$ cat src/rtl/clk_div_ctrl_pkg.sv
// Shared types and helpers for the clk_div_ctrl shared divider.
// Optional ownership timeout is enabled by CLK_DIV_CTRL_TIMEOUT_EN.
package clk_div_ctrl_pkg;

   typedef enum logic [1:0] {
      IDLE  = 2'd0,
      RUN   = 2'd1,
      DRAIN = 2'd2
   } state_t;

   localparam int DEF_NREQ  = 4;
   localparam int DEF_WIDTH = 26;
   localparam int MAXN      = 8;
   localparam int MAXW      = 64;

   // Divisors are padded to a fixed lane width so one helper fits any WIDTH.
   function automatic logic [MAXW-1:0] div_slice(
      input logic [MAXN*MAXW-1:0] v,
      input int unsigned          i
   );
      return v[i*MAXW +: MAXW];
   endfunction

endpackage

$ cat src/rtl/rr_arbiter.sv
// Round-robin arbiter: pointer register plus a combinational pick
// that searches from the pointer and wraps.
module rr_arbiter
   import clk_div_ctrl_pkg::*;
#(
   parameter int NREQ = DEF_NREQ,
   parameter int IW   = $clog2(NREQ)
) (
   input  logic            clk_in,
   input  logic            rst,
   input  logic [NREQ-1:0] req,
   input  logic            adv,
   input  logic [IW-1:0]   adv_idx,
   output logic            valid,
   output logic [IW-1:0]   win,
   output logic [NREQ-1:0] onehot
);

   logic [IW-1:0] ptr;

   always_ff @(posedge clk_in or negedge rst) begin
      if (!rst) begin
         ptr <= '0;
      end else if (adv) begin
         ptr <= (adv_idx == IW'(NREQ-1)) ? '0 : adv_idx + IW'(1);
      end
   end

   always_comb begin
      valid  = 1'b0;
      win    = '0;
      onehot = '0;
      for (int k = 0; k < NREQ; k++) begin
         int unsigned j;
         j = (32'(ptr) + 32'(k)) % NREQ;
         if (!valid && req[j]) begin
            valid = 1'b1;
            win   = IW'(j);
         end
      end
      if (valid) onehot[win] = 1'b1;
   end

endmodule

$ cat src/rtl/clk_div_ctrl.sv
// Shared runtime-programmable clock divider with round-robin ownership.
// Define CLK_DIV_CTRL_TIMEOUT_EN to bound ownership to MAX_PERIODS periods.
module clk_div_ctrl
   import clk_div_ctrl_pkg::*;
#(
   parameter int NREQ        = DEF_NREQ,
   parameter int WIDTH       = DEF_WIDTH,
   parameter int MAX_PERIODS = 16
) (
   input  logic              clk_in,
   input  logic              rst,
   input  logic              en,
   input  logic [NREQ-1:0]   req,
   input  logic [NREQ*WIDTH-1:0] div_val,
   output logic [NREQ-1:0]   gnt,
   output logic              ack,
   output logic              err,
   output logic              clk_out,
   output logic              tick,
`ifdef CLK_DIV_CTRL_TIMEOUT_EN
   output logic              timeout,
`endif
   output logic              busy
);

   localparam int IW = $clog2(NREQ);

   state_t            state;
   logic [WIDTH-1:0]  cnt;
   logic [WIDTH-1:0]  div_reg;
   logic [WIDTH-1:0]  div_sel;
   logic [IW-1:0]     own;
   logic [IW-1:0]     win;
   logic              valid;
   logic              adv;
   logic              hit;
   logic              own_req;
   logic [NREQ-1:0]   onehot;
   logic [NREQ-1:0]   req_arb;
   logic [MAXN*MAXW-1:0] div_pad;
   logic [MAXW-1:0]   sel_w;
   logic              unused_sel;

`ifdef CLK_DIV_CTRL_TIMEOUT_EN
   localparam int PW = $clog2(MAX_PERIODS+1);
   logic [PW-1:0]     pcnt;
   logic [NREQ-1:0]   lock;
   assign req_arb = req & ~lock;
`else
   assign req_arb = req;
`endif

   always_comb begin
      div_pad = '0;
      for (int i = 0; i < NREQ; i++) begin
         div_pad[i*MAXW +: WIDTH] = div_val[i*WIDTH +: WIDTH];
      end
   end

   assign sel_w      = div_slice(div_pad, 32'(win));
   assign div_sel    = sel_w[WIDTH-1:0];
   assign unused_sel = ^sel_w;

   assign adv     = (state == IDLE) && valid;
   assign hit     = en && (cnt == div_reg - WIDTH'(1));
   assign own_req = req[own];
   assign busy    = (state != IDLE);

   rr_arbiter #(
      .NREQ (NREQ),
      .IW   (IW)
   ) u_arb (
      .clk_in  (clk_in),
      .rst     (rst),
      .req     (req_arb),
      .adv     (adv),
      .adv_idx (win),
      .valid   (valid),
      .win     (win),
      .onehot  (onehot)
   );

   always_ff @(posedge clk_in or negedge rst) begin
      if (!rst) begin
         state   <= IDLE;
         gnt     <= '0;
         ack     <= 1'b0;
         err     <= 1'b0;
         tick    <= 1'b0;
         clk_out <= 1'b0;
         cnt     <= '0;
         div_reg <= '0;
         own     <= '0;
`ifdef CLK_DIV_CTRL_TIMEOUT_EN
         timeout <= 1'b0;
         pcnt    <= '0;
         lock    <= '0;
`endif
      end else begin
         ack  <= 1'b0;
         err  <= 1'b0;
         tick <= 1'b0;
`ifdef CLK_DIV_CTRL_TIMEOUT_EN
         timeout <= 1'b0;
         lock    <= lock & req;
`endif
         unique case (state)
            IDLE: begin
               cnt     <= '0;
               clk_out <= 1'b0;
               if (valid) begin
                  if (div_sel != '0) begin
                     gnt     <= onehot;
                     div_reg <= div_sel;
                     own     <= win;
                     ack     <= 1'b1;
                     state   <= RUN;
`ifdef CLK_DIV_CTRL_TIMEOUT_EN
                     pcnt    <= '0;
`endif
                  end else begin
                     err <= 1'b1;
                  end
               end
            end
            RUN, DRAIN: begin
               if (hit) begin
                  cnt     <= '0;
                  clk_out <= ~clk_out;
                  tick    <= 1'b1;
               end else if (en) begin
                  cnt <= cnt + WIDTH'(1);
               end
               if (state == DRAIN) begin
                  if (hit && clk_out) begin
                     state <= IDLE;
                     gnt   <= '0;
                  end
               end else if (hit) begin
                  // A toggle wins; release is re-evaluated on the new values.
`ifdef CLK_DIV_CTRL_TIMEOUT_EN
                  if (clk_out) begin
                     if (pcnt == PW'(MAX_PERIODS-1)) begin
                        state     <= IDLE;
                        gnt       <= '0;
                        timeout   <= 1'b1;
                        lock[own] <= 1'b1;
                     end else begin
                        pcnt <= pcnt + PW'(1);
                     end
                  end
`endif
               end else if (!own_req) begin
                  if (!clk_out && cnt == '0) begin
                     state <= IDLE;
                     gnt   <= '0;
                     cnt   <= '0;
                  end else begin
                     state <= DRAIN;
                  end
               end
            end
            default: state <= IDLE;
         endcase
      end
   end

endmodule

$ cat config.mk
export PLATFORM = sky130hd
export DESIGN_NAME = clk_div_ctrl
export DESIGN_NICKNAME = d
export VERILOG_FILES = /design/src/rtl/clk_div_ctrl_pkg.sv /design/src/rtl/rr_arbiter.sv /design/src/rtl/clk_div_ctrl.sv
export SDC_FILE = /design/constraint.sdc
export NUM_CORES = 1
export LEC_CHECK = 0
export CAP_MARGIN = 20
export CORE_ASPECT_RATIO = 1.75
export CORE_MARGIN = 4
export CORE_UTILIZATION = 35
export DETAILED_ROUTE_END_ITERATION = 16
export MAX_ROUTING_LAYER = met4
export PLACE_DENSITY = 0.59
export REMOVE_ABC_BUFFERS = 1
export SYNTH_ARGS = -nofsm -noshare
export SYNTH_HDL_FRONTEND = slang
export SYNTH_HIERARCHICAL = 1
export SYNTH_SLANG_ARGS = --single-unit
$ cat constraint.sdc
create_clock -name clk_in -period 3.65 [get_ports clk_in]
set_input_delay 0.73 -clock clk_in [delete_from_list [all_inputs] [get_ports clk_in]]
set_output_delay 0.73 -clock clk_in [all_outputs]
set_load 0.01 [all_outputs]
# Word-level counts from Yosys, hierarchy flattened
# Index checks and enable logic that the tools add are counted.
dict set report totals {
  register_bits 66
  in_bits 111
  out_inout_bits 9
  wordCells 112
}
dict set report classes {
  n_addsub 6
  n_lt_le_gt_ge 7
  eq_ne 11
  n_shift 1
  muxes 54
  bitwise 1
  n_reduce_logical 22
}
# cell count
set ops {}
lappend ops {{$shiftx 512x9->26} 1}
lappend ops {{$mux 26} 6}
lappend ops {{$pmux 26 s2} 1}
lappend ops {{$mux 4} 7}
lappend ops {{$add 26x1->26 const B} 1}
lappend ops {{$eq 26x26->1} 1}
lappend ops {{$logic_not 26->1} 1}
lappend ops {{$reduce_bool 26->1} 1}
lappend ops {{$sub 26x1->26 const B} 1}
lappend ops {{$mux 2} 12}
lappend ops {{$mux 1} 19}
lappend ops {{$lt 2x3->1 const B} 6}
lappend ops {{$ne 3x3->1 const B} 4}
lappend ops {{$bmux 1 s2} 5}
lappend ops {{$logic_and 1x1->1} 8}
lappend ops {{$pmux 4 s2} 1}
lappend ops {{$reduce_and 7->1} 1}
lappend ops {{$reduce_and 5->1} 1}
lappend ops {{$add 2x1->2 const B} 2}
lappend ops {{$add 2x2->2 const B} 2}
lappend ops {{$eq 2x2->1 const B} 2}
lappend ops {{$logic_not 1->1} 4}
lappend ops {{$ne 2x2->1 const B} 2}
lappend ops {{$pmux 2 s2} 1}
lappend ops {{other kinds (11)} 12}

# Depth between registers and ports, before layout
# Gate-level depths: netlist (run 1).
dict set report depth {
  depth_word 19
  ltp_mapped 15
  mapped_depth_nobuf 11
}

# Hierarchy
# Netlist (run 1), hierarchy kept.
# mod instances cells_each area_per_inst_um2
set modules_own_cells {}
lappend modules_own_cells {clk_div_ctrl 1 592 5068.6}
lappend modules_own_cells {rr_arbiter 1 41 295.3}

# Worst setup path after synthesis (run 1)
# Ideal clock, no wire load.
dict set report synth_timing {
  kind {input port to flip-flop}
  from {input port req[0]}
  to {register gnt[0]}
  arrival_ns 4.299
  required_ns 3.567
  path_slack_ns -0.732
  stages 14
  path_buffers 4
  cell_sequence {buf_2 mux2i_1 nor2_1 a311oi_1 buf_2 buf_1 buf_2 mux4_2 nor4_1 nand4_1 a21oi_1 a21oi_1 mux2_2 o21ai_0}
}
dict set report synth_via {
  elab_chain_len 19
  word_cells_on_any_way 38
}
# item line_no
set synth_rtl {}
lappend synth_rtl {{start: declaration} clk_div_ctrl.sv:13} ;# input logic [NREQ-1:0] req,
lappend synth_rtl {{$bmux 1 s2} rr_arbiter.sv:36} ;# if (!valid && req[j]) begin
lappend synth_rtl {{$mux 1 (implied by the code)} rr_arbiter.sv:36}
lappend synth_rtl {{$mux 1} rr_arbiter.sv:36}
lappend synth_rtl {{$logic_not 1->1} rr_arbiter.sv:36}
lappend synth_rtl {{$logic_and 1x1->1} rr_arbiter.sv:36}
lappend synth_rtl {{$mux 1} rr_arbiter.sv:36}
lappend synth_rtl {{$logic_not 1->1} rr_arbiter.sv:36}
lappend synth_rtl {{$logic_and 1x1->1} rr_arbiter.sv:36}
lappend synth_rtl {{$mux 1} rr_arbiter.sv:36}
lappend synth_rtl {{$logic_not 1->1} rr_arbiter.sv:36}
lappend synth_rtl {{$logic_and 1x1->1} rr_arbiter.sv:36}
lappend synth_rtl {{$mux 2 (*)} rr_arbiter.sv:36}
lappend synth_rtl {{named net win[0]} clk_div_ctrl.sv:33} ;# logic [IW-1:0] win;
lappend synth_rtl {{parallel branches: the longest is 7 deep, another holds $shiftx 512x9->26} -}
lappend synth_rtl {{end signal: assignment} clk_div_ctrl.sv:113} ;# gnt <= onehot;
lappend synth_rtl {{end: declaration} clk_div_ctrl.sv:15} ;# output logic [NREQ-1:0] gnt,
# Mark *: on every way through the listed nets, which the timed path passes. The select of a mux whose other input is x is not followed.
# A chain may end at the register's enable or synchronous reset.

# Worst setup path after layout (run 1)
dict set report layout_timing {
  from {register div_reg[0]}
  to {register cnt[1]}
}
dict set report layout_via {
  elab_chain_len 9
}
# item line_no
set layout_rtl {}
lappend layout_rtl {{start: declaration} clk_div_ctrl.sv:30} ;# logic [WIDTH-1:0] div_reg;
lappend layout_rtl {{start signal: assignment} clk_div_ctrl.sv:114} ;# div_reg <= div_sel;
lappend layout_rtl {{$sub 26x1->26 (*)} clk_div_ctrl.sv:65} ;# assign hit = en && (cnt == div_reg - WIDTH'(1));
lappend layout_rtl {{$eq 26x26->1 (*)} clk_div_ctrl.sv:65}
lappend layout_rtl {{$logic_and 1x1->1 (*)} clk_div_ctrl.sv:65}
lappend layout_rtl {{$mux 26} clk_div_ctrl.sv:127} ;# if (hit) begin
lappend layout_rtl {{$mux 26} clk_div_ctrl.sv:154} ;# if (!clk_out && cnt == '0) begin
lappend layout_rtl {{$mux 26} clk_div_ctrl.sv:153} ;# end else if (!own_req) begin
lappend layout_rtl {{$mux 26} clk_div_ctrl.sv:139} ;# end else if (hit) begin
lappend layout_rtl {{$mux 26 (*)} clk_div_ctrl.sv:134} ;# if (state == DRAIN) begin
lappend layout_rtl {{$pmux 26 s2 (*)} clk_div_ctrl.sv:107} ;# unique case (state)
lappend layout_rtl {{end signal: assignment} clk_div_ctrl.sv:132} ;# cnt <= cnt + WIDTH'(1);
lappend layout_rtl {{end: declaration} clk_div_ctrl.sv:29} ;# logic [WIDTH-1:0] cnt;
# Every way passes the cells marked *; elsewhere a longest branch is shown, timed or not.

==> qor.yml, run 1 <==
clock_latency_ns: 0.33
syn_avg_cell_area_um2: 8.47
die_h_um: 172
vias: 5485
hold_buffers: 0
start_util_pct: 35.8
crit-reg2reg-capture: "cnt[1]"
cts_sinks: 66
nFillCells: 1414
clk_pin_slew_ns: 0.05
cts_tree: "yes"
r2r_slack_ns: 0.13
crit_buf_inv: 3
design_power_total_w: 0.00501
end_kind: "register"
place_congestion: 0.930
hpwlAfterDp_mm: 13.5
crit_start: "div_reg[0]"
yosys.area.top_type: "dfrtp_1"
diodes: 0
crit_end: "cnt[1]"
worstReg2RegStart: "div_reg[0]"
path_cells: "inv_1 -> ha_1 -> or3b_2 -> or4_1 -> a21boi_0 -> o221ai_1 -> nor4_1 -> buf_4 -> nand4b_4 -> buf_12 -> a31oi_1 -> o22ai_1"
async_reset_ff_share_pct: 100
yosysSeqAreaShare_pct: 30.8
p_leak_nw: 3.16
fin_crit_ns: 3.52
htree_levels: 3
ant_nets: 0
seq_power_share_pct: 23.5
cts_root_buffer: "clkbuf_16"
grt_pass1_vias: 5596
power_frac_comb_pct: 59.0
crit_path_top_delay_cell: "or3b_2"
cp-start-kind: "register"
cp_top_family: "simple AND/OR/NAND/NOR gates"
drt_iter0_markers: 238
synth_edf_count: 0
synthCells: 633
hold_viol: 0
period_share_pct: 96.5
die-area_um2: 17400
rows: 59
cts_buffer_depth: 2
swShare_pct: 40.9
grtUsageTotal_pct: 20.5
vias_per_cell: 5.62
grt-ovfl-total: 0
final_cell_mix: "nand2_1 (119), clkdlybuf4s50_1 (114), dfrtp_1 (66)"
cts_buffers: 9
crit_cells: 12
ys_ff_latch: 66
max_stage_delay_ns: 0.52
fmax_mhz: 284
ios: 120
portBuffers: 119
power_frac_clock_pct: 17.5
yosys_most_used_dff: "dfrtp_1"
finalWirelength_mm: 16.9
fin_area_um2: 7650
place_area_um2: 7100
slew_headroom_pct: 34.9
die_x_um: 102
yosysWarnings: 6
critPathRequiredTime_ns: 3.85
finalMaxSlewViolations: 0
worst-endpoint-arrival_ns: 3.73
antenna_found_initial: 0
multiInputGateArea_um2: 3490
drive_above_1_share_pct: 20.1
synth.distinct_cells: 66
yosys-top-cells-area: "dfrtp_1 (31%), mux4_2 (11%), nand2_1 (8.3%), xnor2_1 (3.8%), nand3_1 (3.2%)"
maxCapViolCount: 0
area_growth_pct: 42.7
final_nets: 906
register_area_um2: 1650
vdd_drop_max_v: 0.000283
mostFrequentLayoutCell: "nand2_1"
skew_ns: 0.00662
setup_violations: 0
grt_max_degree: 27
netlist_area_um2: 5360
reg2reg_depth: 12
tightest_slew_ns: 0.976
p_int_w: 0.00296
power_density_nw_per_um2: 654
synth_top_area_share_pct: 30.8
grt_pass1_wl_mm: 27.4
status: "finished, final reports clean"
drc: 0
worstSetupPathType: "reg2reg"
switchingPower_w: 0.00205
coreArea_um2: 15000
hold_class: "in2async"
critical_path.max_fanout: 18
first_pass_iters: 7
avgRoutedWirePerCell_um: 17.3
## kinds of logic after synthesis
kind of cell	synth area share (%)
simple gates	28.8
compound gates	13.4
buf+inv	6.41
flops	30.8
mux	13.2
xor+xnor	5.71
fa+ha+maj	1.63
## routing by layer
metal | vias up | track usage, % | wire length, um
met2 | 160 | 37.5 | 9370
met3 | 47 | 2.03 | 572
li1 | 2625 | - | -
met4 | 0 | 9.38 | 638
met5 | - | - | 0
met1 | 2653 | 21.8 | 6320
## power groups by stage
| stage | Sequential [W] | Combinational (W) | Clock [W] |
|---|---|---|---|
| floorplan | 0.00117 | 0.00164 | 0 |
| global placement | 0.00118 | 0.00266 | 0 |
| detailed placement | 0.00119 | 0.00271 | 0 |
| CTS | 0.00117 | 0.00290 | 0.000901 |
| global route | 0.00121 | 0.00325 | 0.000931 |
| finish | 0.00118 | 0.00296 | 0.000878 |
## through the flow
stage	hold WS (ns)	util (%)	worst slack (ns)	cells	TNS, ns
2_1_floorplan	0.434	-	-3.63	583	-128.85
3_3_place_gp	0.499	47.3	-0.829	944	-24.39
3_5_place_dp	0.500	47.3	-0.855	944	-24.61
4_1_cts	0.334	50.6	0.0242	971	0
5_1_grt	0.360	51.1	-0.0129	976	-0.0229
6_report	0.336	51.1	0.127	976	0
## cell type report
class / instances / share of cell area, %
clock buffers: 12 / 3.35
clock inverters: 4 / 0.654
inverters: 29 / 1.42
multi-input cells: 488 / 45.7
flip-flops and latches: 66 / 21.6
well taps: 183 / 2.99
repair buffers: 194 / 24.3
## worst min path at each step
stage	end	slack (ns)	cells after the start
6_report	cnt[1]	0.34	1
3_5_place_dp	own[1]	0.50	2
2_1_floorplan	ack	0.43	0
5_1_grt	cnt[1]	0.36	1
4_1_cts	cnt[1]	0.33	1
3_3_place_gp	own[1]	0.50	2
## cells in the mapped netlist (14+ instances only)
library cell,instances
a21oi_1,17
a31oi_1,14
clkbuf_1,35
dfrtp_1,66
inv_1,29
mux4_2,27
nand2_1,119
nand3_1,34
nand4_1,16
nor2_1,33
nor3_1,15
nor4_1,23
o21ai_0,19
xnor2_1,23
## timing repair
item	4_1_cts	5_1_grt
endpoints found under the setup margin	36	36
buffers inserted	9	8
pin swaps	6	11
resized for setup	21	21
cloned	2	0
(Power assumes the default switching activity.)
==> run 2: changes to the inputs <==
- CTS_CLUSTER_SIZE: default -> 10
- PLACE_DENSITY: 0.59 -> default
==> qor.yml, run 2 (same netlist as run 1, synthesis figures left out) <==
status: "finished, final reports clean"
slew_headroom_pct: 45.0
avgRoutedWirePerCell_um: 17.5
first_pass_iters: 4
setup_tns_ns: 0
vias: 5481
end_kind: "register"
mostFrequentLayoutCell: "nand2_1"
place_congestion: 0.908
area_growth_pct: 43.6
worst-endpoint-arrival_ns: 3.78
start_util_pct: 35.8
design_power_total_w: 0.00530
finalMaxSlewViolations: 0
cp_top_family: "buffers and inverters"
power_density_nw_per_um2: 688
worstSetupPathType: "in2reg"
cts_buffers: 9
vias_per_cell: 5.67
path_cells: "dlygate4sd2_1 -> inv_1 -> a311oi_4 -> buf_4 -> clkbuf_16 -> mux4_2 -> nor4_4 -> and4_1 -> nand4_1 -> buf_6 -> a21oi_4 -> a21oi_1 -> mux2_4 -> o21ai_2"
hold_class: "in2async"
holdWs_ns: 0.363
p_leak_nw: 3.18
fmax_mhz: 285
critical_path.max_fanout: 5
drive_above_1_share_pct: 18.5
die_h_um: 172
period_share_pct: 96.0
hpwlAfterDp_mm: 13.4
clk_pin_slew_ns: 0.06
crit_start: "req[3]"
tightest_slew_ns: 0.818
final_cell_mix: "nand2_1 (119), clkdlybuf4s50_1 (114), dfrtp_1 (66)"
cts_tree: "yes"
antenna_found_initial: 0
fin_crit_ns: 3.50
drt_iter0_markers: 268
coreArea_um2: 15000
crit_buf_inv: 5
nFillCells: 1393
portBuffers: 119
grtUsageTotal_pct: 20.7
worstReg2RegStart: "div_reg[0]"
ant_nets: 0
rows: 59
setup_violations: 0
final_nets: 897
drc: 0
finalWirelength_mm: 17.0
max_stage_delay_ns: 0.54
clock_latency_ns: 0.34
cts_root_buffer: "clkbuf_16"
die-area_um2: 17400
crit_path_top_delay_cell: "mux4_2"
grt-ovfl-total: 0
skew_ns: 0.0105
grt_pass1_vias: 5778
ios: 120
vdd_drop_max_v: 0.000337
grt_setup_unrepaired: "no"
hold_viol: 0
cts_buffer_depth: 2
grt_pass1_wl_mm: 28.0
critPathRequiredTime_ns: 3.92
die_x_um: 102
diodes: 0
htree_levels: 3
cts_sinks: 66
grt_max_degree: 49
cp-start-kind: "input port"
maxCapViolCount: 0
run 2: changes by cell type in the layout (fill, tap and decap cells not counted), sizes merged:
cell,change
bufinv,+5
clkbuf,-2
buf,-10
clkinvlp,-2
run 2: where the power goes:
part | total, W | internal [W] | switching (W)
Clock | 0.00122 | 0.000876 | 0.000341
Combinational | 0.00290 | 0.00141 | 0.00149
Sequential | 0.00118 | 0.000938 | 0.000241
Total | 0.00530 | 0.00323 | 0.00207
run 2: area by class of cell:
cell class	instances	area, um^2	area share (%)
clock inverter	7	189	2.45
sequential	66	1650	21.4
multi-input combinational	488	3490	45.3
clock buffer	9	225	2.92
tap	183	229	2.97
inverter	29	109	1.41
timing repair buffer	185	1810	23.4
run 2: stage by stage:
step / cells / cell area, um^2 / utilization (%) / setup slack, ns
floorplan: 583 / 5130 / - / -3.63
global placement: 938 / 7050 / 47.0 / -0.805
detailed placement: 939 / 7070 / 47.1 / -0.934
CTS: 965 / 7640 / 51.0 / 0.0211
global route: 967 / 7700 / 51.4 / 0.0263
finish: 967 / 7700 / 51.4 / 0.146
run 2: timing repair:
item	CTS	global route
setup endpoints to repair	37	42
cloned	1	0
hold buffers	0	0
buffers inserted	9	1
resized for setup	19	14
pin swaps	6	8
run 2: final timing paths:
check	slack (ns)	cells after the start	end
min in group clk_in	0.50	2	own[1]
setup reg to reg	0.15	12	gnt[2]
hold reg to reg	0.50	2	own[1]
max in group asynchronous	2.62	2	clk_out
hold / removal	0.36	1	ack
setup / recovery	0.15	14	gnt[2]
run 2: metal layers:
| metal | part of all wire, % | up-vias | global-route usage, % |
|---|---|---|---|
| met5 | 0 | - | - |
| met4 | 4.0 | 0 | 9.49 |
| met3 | 3.6 | 35 | 1.95 |
| met2 | 56 | 181 | 38.2 |
| met1 | 36 | 2645 | 21.8 |
| li1 | - | 2620 | - |
